--- src/rtl/uart_mem_pkg.sv ---
// Shared definitions for the byte-serial memory access protocol.
// Used by the host-side master and by the memory-side responder.
//   READ_CMD_DEFAULT / WRITE_CMD_DEFAULT : default command byte values
//   state_t                              : 3-bit FSM state encoding
//   CMD_IDX / ADDR_IDX / DATA_IDX        : position of each byte in a frame
package uart_mem_pkg;

  localparam logic [7:0] READ_CMD_DEFAULT  = 8'h00;
  localparam logic [7:0] WRITE_CMD_DEFAULT = 8'hFF;

  typedef enum logic [2:0] {
    IDLE    = 3'd0,
    TX_LOAD = 3'd1,
    TX_ACK  = 3'd2,
    TX_DONE = 3'd3,
    RX_WAIT = 3'd4,
    RESP    = 3'd5
  } state_t;

  localparam logic [1:0] CMD_IDX  = 2'd0;
  localparam logic [1:0] ADDR_IDX = 2'd1;
  localparam logic [1:0] DATA_IDX = 2'd2;

  // Index of the final byte in a frame: writes carry a data byte, reads stop at the address.
  function automatic logic [1:0] last_idx(input logic wr);
    return wr ? DATA_IDX : ADDR_IDX;
  endfunction

endpackage

--- src/rtl/uart_mem_master_rise_detect.sv ---
// Two-flop rising-edge detector.
//   clk   : system clock
//   rst_n : asynchronous active-low reset (clears history)
//   din   : level input
//   rise  : high for one cycle, one cycle after din goes 0 -> 1
module rise_detect (
  input  logic clk,
  input  logic rst_n,
  input  logic din,
  output logic rise
);

  logic [1:0] hist;

  always_ff @(posedge clk or negedge rst_n) begin
    if (!rst_n) hist <= 2'b00;
    else        hist <= {hist[0], din};
  end

  assign rise = (hist == 2'b01);

endmodule

--- src/rtl/uart_mem_master.sv ---
// Host-side initiator: converts a parallel read/write request into a UART
// byte sequence (CMD, ADDR[, DATA]) and, for reads, collects one response byte.
//   clk, rst_n                           : clock, async active-low reset
//   req_valid/req_ready/req_wr/req_addr/req_wdata : request handshake
//   rsp_valid/rsp_rdata/rsp_timeout       : one-cycle completion report
//   busy                                  : high whenever not IDLE
//   tx_ready/tx_start_trans/tx_buff       : UART transmitter interface
//   rx_ready/rx_data                      : UART receiver interface
//
// state   | meaning
// IDLE    | waiting for a request, req_ready high
// TX_LOAD | waiting for transmitter idle, then launch byte[idx]
// TX_ACK  | waiting for transmitter to drop tx_ready (byte taken)
// TX_DONE | waiting for transmitter idle again; next byte or finish
// RX_WAIT | waiting for the read response byte or timeout
// RESP    | rsp_valid pulse
module uart_mem_master
  import uart_mem_pkg::*;
#(
  parameter logic [7:0] READ_CMD       = READ_CMD_DEFAULT,
  parameter logic [7:0] WRITE_CMD      = WRITE_CMD_DEFAULT,
  parameter int         TIMEOUT_CYCLES = 1000000,
  parameter int         TIMEOUT_W      = 20
) (
  input  logic       clk,
  input  logic       rst_n,
  input  logic       req_valid,
  output logic       req_ready,
  input  logic       req_wr,
  input  logic [7:0] req_addr,
  input  logic [7:0] req_wdata,
  output logic       rsp_valid,
  output logic [7:0] rsp_rdata,
  output logic       rsp_timeout,
  output logic       busy,
  input  logic       tx_ready,
  output logic       tx_start_trans,
  output logic [7:0] tx_buff,
  input  logic       rx_ready,
  input  logic [7:0] rx_data
);

  localparam logic [TIMEOUT_W-1:0] TMO_LAST = TIMEOUT_W'(TIMEOUT_CYCLES - 1);

  state_t               state, state_nxt;
  logic                 wr_q;
  logic [7:0]           addr_q;
  logic [7:0]           wdata_q;
  logic [1:0]           idx;
  logic [1:0]           last;
  logic [TIMEOUT_W-1:0] tmo_cnt;
  logic                 rx_rise;
  logic                 tmo_hit;
  logic                 accept;
  logic [7:0]           byte_sel;

  rise_detect u_rx_rise (
    .clk   (clk),
    .rst_n (rst_n),
    .din   (rx_ready),
    .rise  (rx_rise)
  );

  assign accept  = req_valid && (state == IDLE);
  assign tmo_hit = (tmo_cnt == TMO_LAST);

  always_comb begin
    byte_sel = wdata_q;
    case (idx)
      CMD_IDX:  byte_sel = wr_q ? WRITE_CMD : READ_CMD;
      ADDR_IDX: byte_sel = addr_q;
      default:  byte_sel = wdata_q;
    endcase
  end

  // State register
  always_ff @(posedge clk or negedge rst_n) begin
    if (!rst_n) state <= IDLE;
    else        state <= state_nxt;
  end

  // Next-state logic
  always_comb begin
    state_nxt = state;
    case (state)
      IDLE:    if (accept) state_nxt = TX_LOAD;
      TX_LOAD: if (tx_ready) state_nxt = TX_ACK;
      TX_ACK:  if (!tx_ready) state_nxt = TX_DONE;
      TX_DONE: begin
        if (tx_ready) begin
          if (idx < last) state_nxt = TX_LOAD;
          else if (wr_q)  state_nxt = RESP;
          else            state_nxt = RX_WAIT;
        end
      end
      RX_WAIT: if (rx_rise || tmo_hit) state_nxt = RESP;
      RESP:    state_nxt = IDLE;
      default: state_nxt = IDLE;
    endcase
  end

  // Outputs decoded from state
  always_comb begin
    req_ready = (state == IDLE);
    busy      = (state != IDLE);
    rsp_valid = (state == RESP);
  end

  // Registered datapath: request latch, byte launch, response capture
  always_ff @(posedge clk or negedge rst_n) begin
    if (!rst_n) begin
      wr_q           <= 1'b0;
      addr_q         <= 8'h00;
      wdata_q        <= 8'h00;
      idx            <= 2'd0;
      last           <= 2'd0;
      tmo_cnt        <= '0;
      tx_start_trans <= 1'b0;
      tx_buff        <= 8'h00;
      rsp_rdata      <= 8'h00;
      rsp_timeout    <= 1'b0;
    end else begin
      tx_start_trans <= 1'b0;
      case (state)
        IDLE: begin
          if (accept) begin
            wr_q    <= req_wr;
            addr_q  <= req_addr;
            wdata_q <= req_wdata;
            idx     <= CMD_IDX;
            last    <= last_idx(req_wr);
          end
        end
        TX_LOAD: begin
          if (tx_ready) begin
            tx_buff        <= byte_sel;
            tx_start_trans <= 1'b1;
          end
        end
        TX_DONE: begin
          if (tx_ready) begin
            if (idx < last) idx <= idx + 2'd1;
            else if (wr_q)  rsp_timeout <= 1'b0;
            else            tmo_cnt <= '0;
          end
        end
        RX_WAIT: begin
          tmo_cnt <= tmo_cnt + TIMEOUT_W'(1);
          // A byte arriving on the timeout cycle still counts as a response.
          if (rx_rise) begin
            rsp_rdata   <= rx_data;
            rsp_timeout <= 1'b0;
          end else if (tmo_hit) begin
            rsp_rdata   <= 8'h00;
            rsp_timeout <= 1'b1;
          end
        end
        default: ;
      endcase
    end
  end

endmodule

--- config.mk ---
export PLATFORM = sky130hd
export DESIGN_NAME = uart_mem_master
export DESIGN_NICKNAME = d
export VERILOG_FILES = /design/src/rtl/uart_mem_pkg.sv /design/src/rtl/uart_mem_master_rise_detect.sv /design/src/rtl/uart_mem_master.sv
export SDC_FILE = /design/constraint.sdc
export NUM_CORES = 1
export LEC_CHECK = 0
export BUFFER_PORTS_ARGS = -buffer_cell sky130_fd_sc_hd__buf_2
export CORE_AREA = 10 10 85 87
export DETAILED_ROUTE_END_ITERATION = 12
export DIE_AREA = 0 0 95 97
export GPL_TIMING_DRIVEN = 0
export PLACE_DENSITY_LB_ADDON = 0.12
export SLEW_MARGIN = 10
export SYNTH_ARGS = -nofsm -noshare
export SYNTH_HDL_FRONTEND = slang
export SYNTH_SLANG_ARGS = --single-unit
--- constraint.sdc ---
create_clock -name clk -period 2.2 [get_ports clk]
set_input_delay 0.44 -clock clk [delete_from_list [all_inputs] [get_ports clk]]
set_output_delay 0.44 -clock clk [all_outputs]
set_load 0.03 [all_outputs]
* After elaboration in Yosys (flattened, before gate mapping)
Cells that the tools add are included.
Operators by class: multiplexer cells 29, add/subtract/negate cells 2, equality and inequality tests 18, magnitude comparators 1, reduce and logical (&&, ||, !) cells 15
Operator list (count):
- $mux W20 | 3
- $pmux W20 S2 | 1
- $mux W8 | 3
- $add A20 B1 Y20 const B | 1
- $eq A20 B20 Y1 const B | 1
- $mux W3 | 6
- $ne A2 B2 Y1 const B | 8
- $pmux W8 S2 | 1
- $pmux W3 S5 | 1
- $reduce_and A5 Y1 | 2
- $mux W1 | 8
- $mux W2 | 4
- $reduce_and A4 Y1 | 2
- $eq A3 B2 Y1 const B | 2
- $eq A3 B3 Y1 const B | 2
- $reduce_and A2 Y1 | 3
- $reduce_bool A2 Y1 | 3
- $eq A2 B1 Y1 const B | 2
- $pmux W2 S2 | 1
- $eq A3 B1 Y1 const B | 1
- $logic_not A3 Y1 | 1
- $ne A3 B3 Y1 const B | 1
- $reduce_bool A3 Y1 | 1
- $add A2 B1 Y2 const B | 1
- other kinds (6) | 6
Storage, ports and cells: bits of input ports 30, word-level logic and storage cells 77, output and inout bits 21, register bits after elaboration 64

* Logic depth before layout (Yosys ltp)
depth in word-level cells 4, depth in mapped cells 7

* By module
A second synthesis with hierarchy kept.
Unflattened totals: cell total of the unflattened synthesis 309, area total of the unflattened synthesis 3176.8 sq um
Modules (own cells, without submodules):
- uart_mem_master | instances 1, area each 3113.0 sq um, sequential area each 1526.5 sq um, cells an instance 306
- rise_detect | instances 1, area each 63.8 sq um, sequential area each 50.0 sq um, cells an instance 3

* Worst setup path after synthesis
Ideal clock, no wire load.
kind register to register, start register state[1], end register idx[1], setup time 126 ps, period minus slack after synthesis 2293 ps, path slack -93 ps, stages on the path, launching flop included 7, arrival 2167 ps, data required time 2074 ps, path through dfrtp_1 -> buf_2 -> nor3_1 -> and2_0 -> buf_2 -> a21oi_1 -> a221o_1
Between the ends: word-level cells in the longest chain between the ends 4, elaborated cells on any way between the ends 9
RTL lines:
- start, declared | line uart_mem_master.sv:45 | state_t state, state_nxt;
- start signal, assigned | line uart_mem_master.sv:79 | else state <= state_nxt;
- $logic_not A3 Y1 (*)
- net req_ready | line uart_mem_master.sv:28 | output logic req_ready,
- $logic_and A1 B1 Y1 | line uart_mem_master.sv:64 | assign accept = req_valid && (state == IDLE);
- $ne A2 B1 Y1 (no line)
- $reduce_and A4 Y1 (no line)
- end signal, assigned | line uart_mem_master.sv:142 | if (idx < last) idx <= idx + 2'd1;
- end, declared | line uart_mem_master.sv:49 | logic [1:0] idx;
The timed path passes the listed nets; every way through them passes the cells marked *. A chain may end at the register's enable or synchronous reset.

* Final worst setup path
start register tmo_cnt[6], end register rsp_rdata[1]
Between the ends: word-level cells in the longest chain between the ends 3
RTL lines:
- start, declared | line uart_mem_master.sv:51 | logic [TIMEOUT_W-1:0] tmo_cnt;
- start signal, assigned | line uart_mem_master.sv:148 | tmo_cnt <= tmo_cnt + TIMEOUT_W'(1);
- $eq A20 B20 Y1 | line uart_mem_master.sv:65 | assign tmo_hit = (tmo_cnt == TMO_LAST);
- $reduce_bool A2 Y1 (no line)
- $reduce_and A2 Y1 (no line)
- end signal, assigned | line uart_mem_master.sv:151 | rsp_rdata <= rx_data;
- end, declared | line uart_mem_master.sv:33 | output logic [7:0] rsp_rdata,
Every way passes these cells.

==> Flow_metrics.wiki <==
{| class="wikitable"
! Metric !! Value
|-
| Routed length per placed instance || 16.7 um
|-
| Dpl cells || 391
|-
| Antenna violations before repair || 0
|-
| Type of element launching the critical path || flip-flop
|-
| Effective utilization at floorplan || 0.547
|-
| Io pins || 51
|-
| CP max stage cell || sky130_fd_sc_hd__or4b_2
|-
| Highest-count cells in the layout ignoring fill and taps || sky130_fd_sc_hd__dfrtp_1 (63), sky130_fd_sc_hd__buf_2 (56), sky130_fd_sc_hd__nand2_1 (17), sky130_fd_sc_hd__mux2_2 (16), sky130_fd_sc_hd__nor2_1 (15)
|-
| Longest Clk Path Bufs || 2
|-
| Critical path class || flip-flop to flip-flop
|-
| Fin crit period || 2.10 ns
|-
| Filler cell count || 463
|-
| Actual slew at the worst max-slew pin || 0.772 ns
|-
| Main area contributors after synthesis || sky130_fd_sc_hd__dfrtp_1 (53%), sky130_fd_sc_hd__mux2_2 (6.0%), sky130_fd_sc_hd__a211o_1 (2.6%)
|-
| P per Cell Area || 1290 mW/mm2
|-
| Final max-slew violation count || 0
|-
| Leading area contributor after synthesis || sky130_fd_sc_hd__dfrtp_1
|-
| TNS Setup || 0 ns
|-
| Number of setup buffers added after CTS || 0
|-
| Drt drc || 0
|-
| Clk slew on worst S/H paths || 0.07 ns
|-
| Synth cell types || 51
|-
| Number of synthesized flops with an enable pin || 0
|-
| Post-cts resize count || 3
|-
| First DRT Iteration DRCs || 119
|-
| Clock tree from TritonCTS || done
|-
| DIE AREA || 0.00922 mm2
|-
| Number of vias per cell || 5.88
|-
| Total of max-cap violations || 0
|-
| Setup-violating endpoint count in the final report || 0
|-
| Pin count of the biggest net entering global routing || 64
|-
| Final #Nets || 363
|-
| Antenna fix cells || 0
|-
| Post-route clock skew || 0.00622 ns
|-
| Worst-Skew Late Latency || 0.35 ns
|-
| Remaining antenna violation count after routing || 0
|-
| Most used flip-flop cell after synthesis || sky130_fd_sc_hd__dfrtp_1
|-
| Chip Height || 97 um
|-
| Static leakage || 1.68 nW
|-
| Post-synth design cell area || 0.00299 mm2
|-
| Register area share after synthesis || 0.527
|-
| Floorplan Core Area || 0.00547 mm2
|-
| Number of buffers created by CTS || 9
|-
| Share of synthesized registers carrying an async set or reset || 1.00
|-
| Pre-Repair DR Iteration Count || 4
|-
| Hold Fails Final Rpt || 0
|-
| Instance count of the mapped netlist || 270
|-
| Nets in the synthesized netlist || 304
|-
| Top-area cell type share of the netlist area || 0.527
|-
| Growth of design area from synthesis to finish || 19.3%
|-
| CP arrival || 2.34 ns
|-
| Count of vias placed by the detailed router || 2386
|-
| Sort of element at the end of the critical path || flip-flop
|-
| Share of cells above drive strength 1 || 0.299
|-
| Post-layout instance count excluding filler cells || 406
|-
| Post-DP HPWL || 4780 um
|-
| Cell at the root of the clock tree || sky130_fd_sc_hd__clkbuf_8
|-
| List of cells traversed by the critical path || buf_2 -> or4b_2 -> nor4_2 -> a31oi_2 -> a22o_1
|-
| Vias in the first global route || 2428
|-
| Post-placement worst setup slack || -0.0520 ns
|-
| Minimum setup slack in the final design || 0.103 ns
|-
| Worst Path Max Fanout || 9
|-
| Post-Route WL || 6780 um
|-
| Synth Area per Inst || 11.1 um2
|-
| Count of input and output buffers || 49
|-
| H-tree depth || 3
|-
| Clock Sinks || 63
|-
| Total gr overflow || 0
|-
| Worst path max stage delay || 0.64 ns
|-
| Data required time at the worst endpoint || 2.44 ns
|-
| Overall track demand over capacity in global routing || 0.157
|-
| Highest Clock Rate || 477 MHz
|-
| Status || complete, no violations
|-
| Horiz. Die Dim || 95 um
|-
| RSZ-0062 raised after global routing || false
|-
| Floorplan row count || 27
|-
| Peak supply drop || 791 uV
|-
| Class of the tightest hold or removal check || primary input to async pin
|-
| Headroom to the max-slew limit || 0.485
|-
| Commonest non-fill, non-tap cell in the layout || sky130_fd_sc_hd__dfrtp_1
|-
| Global-route wire length before repair || 11600 um
|-
| Portion of the clock cycle consumed by the worst path in the final layout || 0.953
|-
| Routability cong. || 0.863
|-
| Count of state elements after synthesis || 63
|-
| Yosys warning count || 0
|-
| Number of buffers inserted by hold repair at cts || 0
|}
==> cells in the mapped netlist, types with 3 or more instances <==
library cell / n
sky130_fd_sc_hd__dfrtp_1: 63
sky130_fd_sc_hd__nand4_1: 3
sky130_fd_sc_hd__nor3_1: 7
sky130_fd_sc_hd__buf_2: 8
sky130_fd_sc_hd__o211a_1: 6
sky130_fd_sc_hd__nand2_1: 17
sky130_fd_sc_hd__mux2_2: 16
sky130_fd_sc_hd__a211o_1: 9
sky130_fd_sc_hd__nand3_1: 7
sky130_fd_sc_hd__o211ai_1: 3
sky130_fd_sc_hd__a221oi_1: 8
sky130_fd_sc_hd__nor4_1: 10
sky130_fd_sc_hd__and3_1: 4
sky130_fd_sc_hd__ha_1: 4
sky130_fd_sc_hd__a31oi_1: 9
sky130_fd_sc_hd__inv_1: 8
sky130_fd_sc_hd__o21ai_0: 5
sky130_fd_sc_hd__clkbuf_1: 6
sky130_fd_sc_hd__a21oi_1: 13
sky130_fd_sc_hd__nor2_1: 15
sky130_fd_sc_hd__a22o_1: 9
==> flip-flops by register name, indices dropped and copies added, names as in the netlist <==
signal	cells
wdata_q	8
idx	2
rsp_timeout	1
state	3
last	2
tx_buff	8
tx_start_trans	1
u_rx_rise.hist	2
tmo_cnt	20
addr_q	8
rsp_rdata	8
==> metal layers <==
metal | track usage | routed length (um) | vias to the layer above
li1 | - | - | 1163
met1 | 0.198 | 3090 | 1151
met2 | 0.232 | 3160 | 58
met3 | 0.0463 | 366 | 14
met4 | 0.0870 | 161 | 0
met5 | 0 | 0 | -
==> cell type report <==
| class | instances | area [um2] | share of cell area |
|---|---|---|---|
| multi-input cells | 183 | 1350 | 0.378 |
| clock buffers | 10 | 138 | 0.0386 |
| well taps | 72 | 90.1 | 0.0252 |
| plain buffers | 15 | 66.3 | 0.0186 |
| repair buffers | 49 | 248 | 0.0694 |
| flip-flops and latches | 63 | 1580 | 0.442 |
| inverters | 8 | 30.0 | 0.00842 |
| clock inverters | 6 | 70.1 | 0.0196 |
==> logic make-up after synthesis <==
kind of cell             synth area share
AND/OR/NAND/NOR                     0.158
flip-flops                          0.527
multiplexers                       0.0669
XOR/XNOR                          0.00293
buffers and inverters              0.0335
adder cells (fa/ha/maj)            0.0167
AO/OA/AOI/OAI                       0.195
==> final timing paths <==
check,end,from,slack (ns),cells after the start
max in group asynchronous,tmo_cnt[11],rst_n,1.53,1
min in group clk,u_rx_rise.hist[0],rx_ready,0.19,1
max,rsp_rdata[1],tmo_cnt[6],0.10,5
min reg2reg,u_rx_rise.hist[1],u_rx_rise.hist[0],0.38,0
max reg2reg,rsp_rdata[1],tmo_cnt[6],0.10,5
min,tmo_cnt[17],rst_n,0.16,1
==> critical path, delay by kind of cell, from the launching register on <==
kind,cells,cell delay [ns]
simple gates,2,0.92
compound gates,2,0.54
flops,1,0.36
buf+inv,1,0.16
==> report_power, final <==
part	leakage (nW)	switching [mW]	internal, mW
clock	0.0947	0.483	0.556
combinational	0.795	0.993	0.671
sequential	0.786	0.314	1.57
==> metrics by stage <==
stage / power [mW] / util / instance area, um2 / hold slack, ns
after global placement: 3.49 / 0.609 / 3330 / 0.364
after floorplan: 3.07 / - / 3000 / 0.144
after CTS: 4.61 / 0.650 / 3550 / 0.179
after global routing: 4.92 / 0.652 / 3570 / 0.174
after detailed placement: 3.54 / 0.609 / 3330 / 0.367
final: 4.59 / 0.652 / 3570 / 0.160
Power figures use the tool's default switching activity.
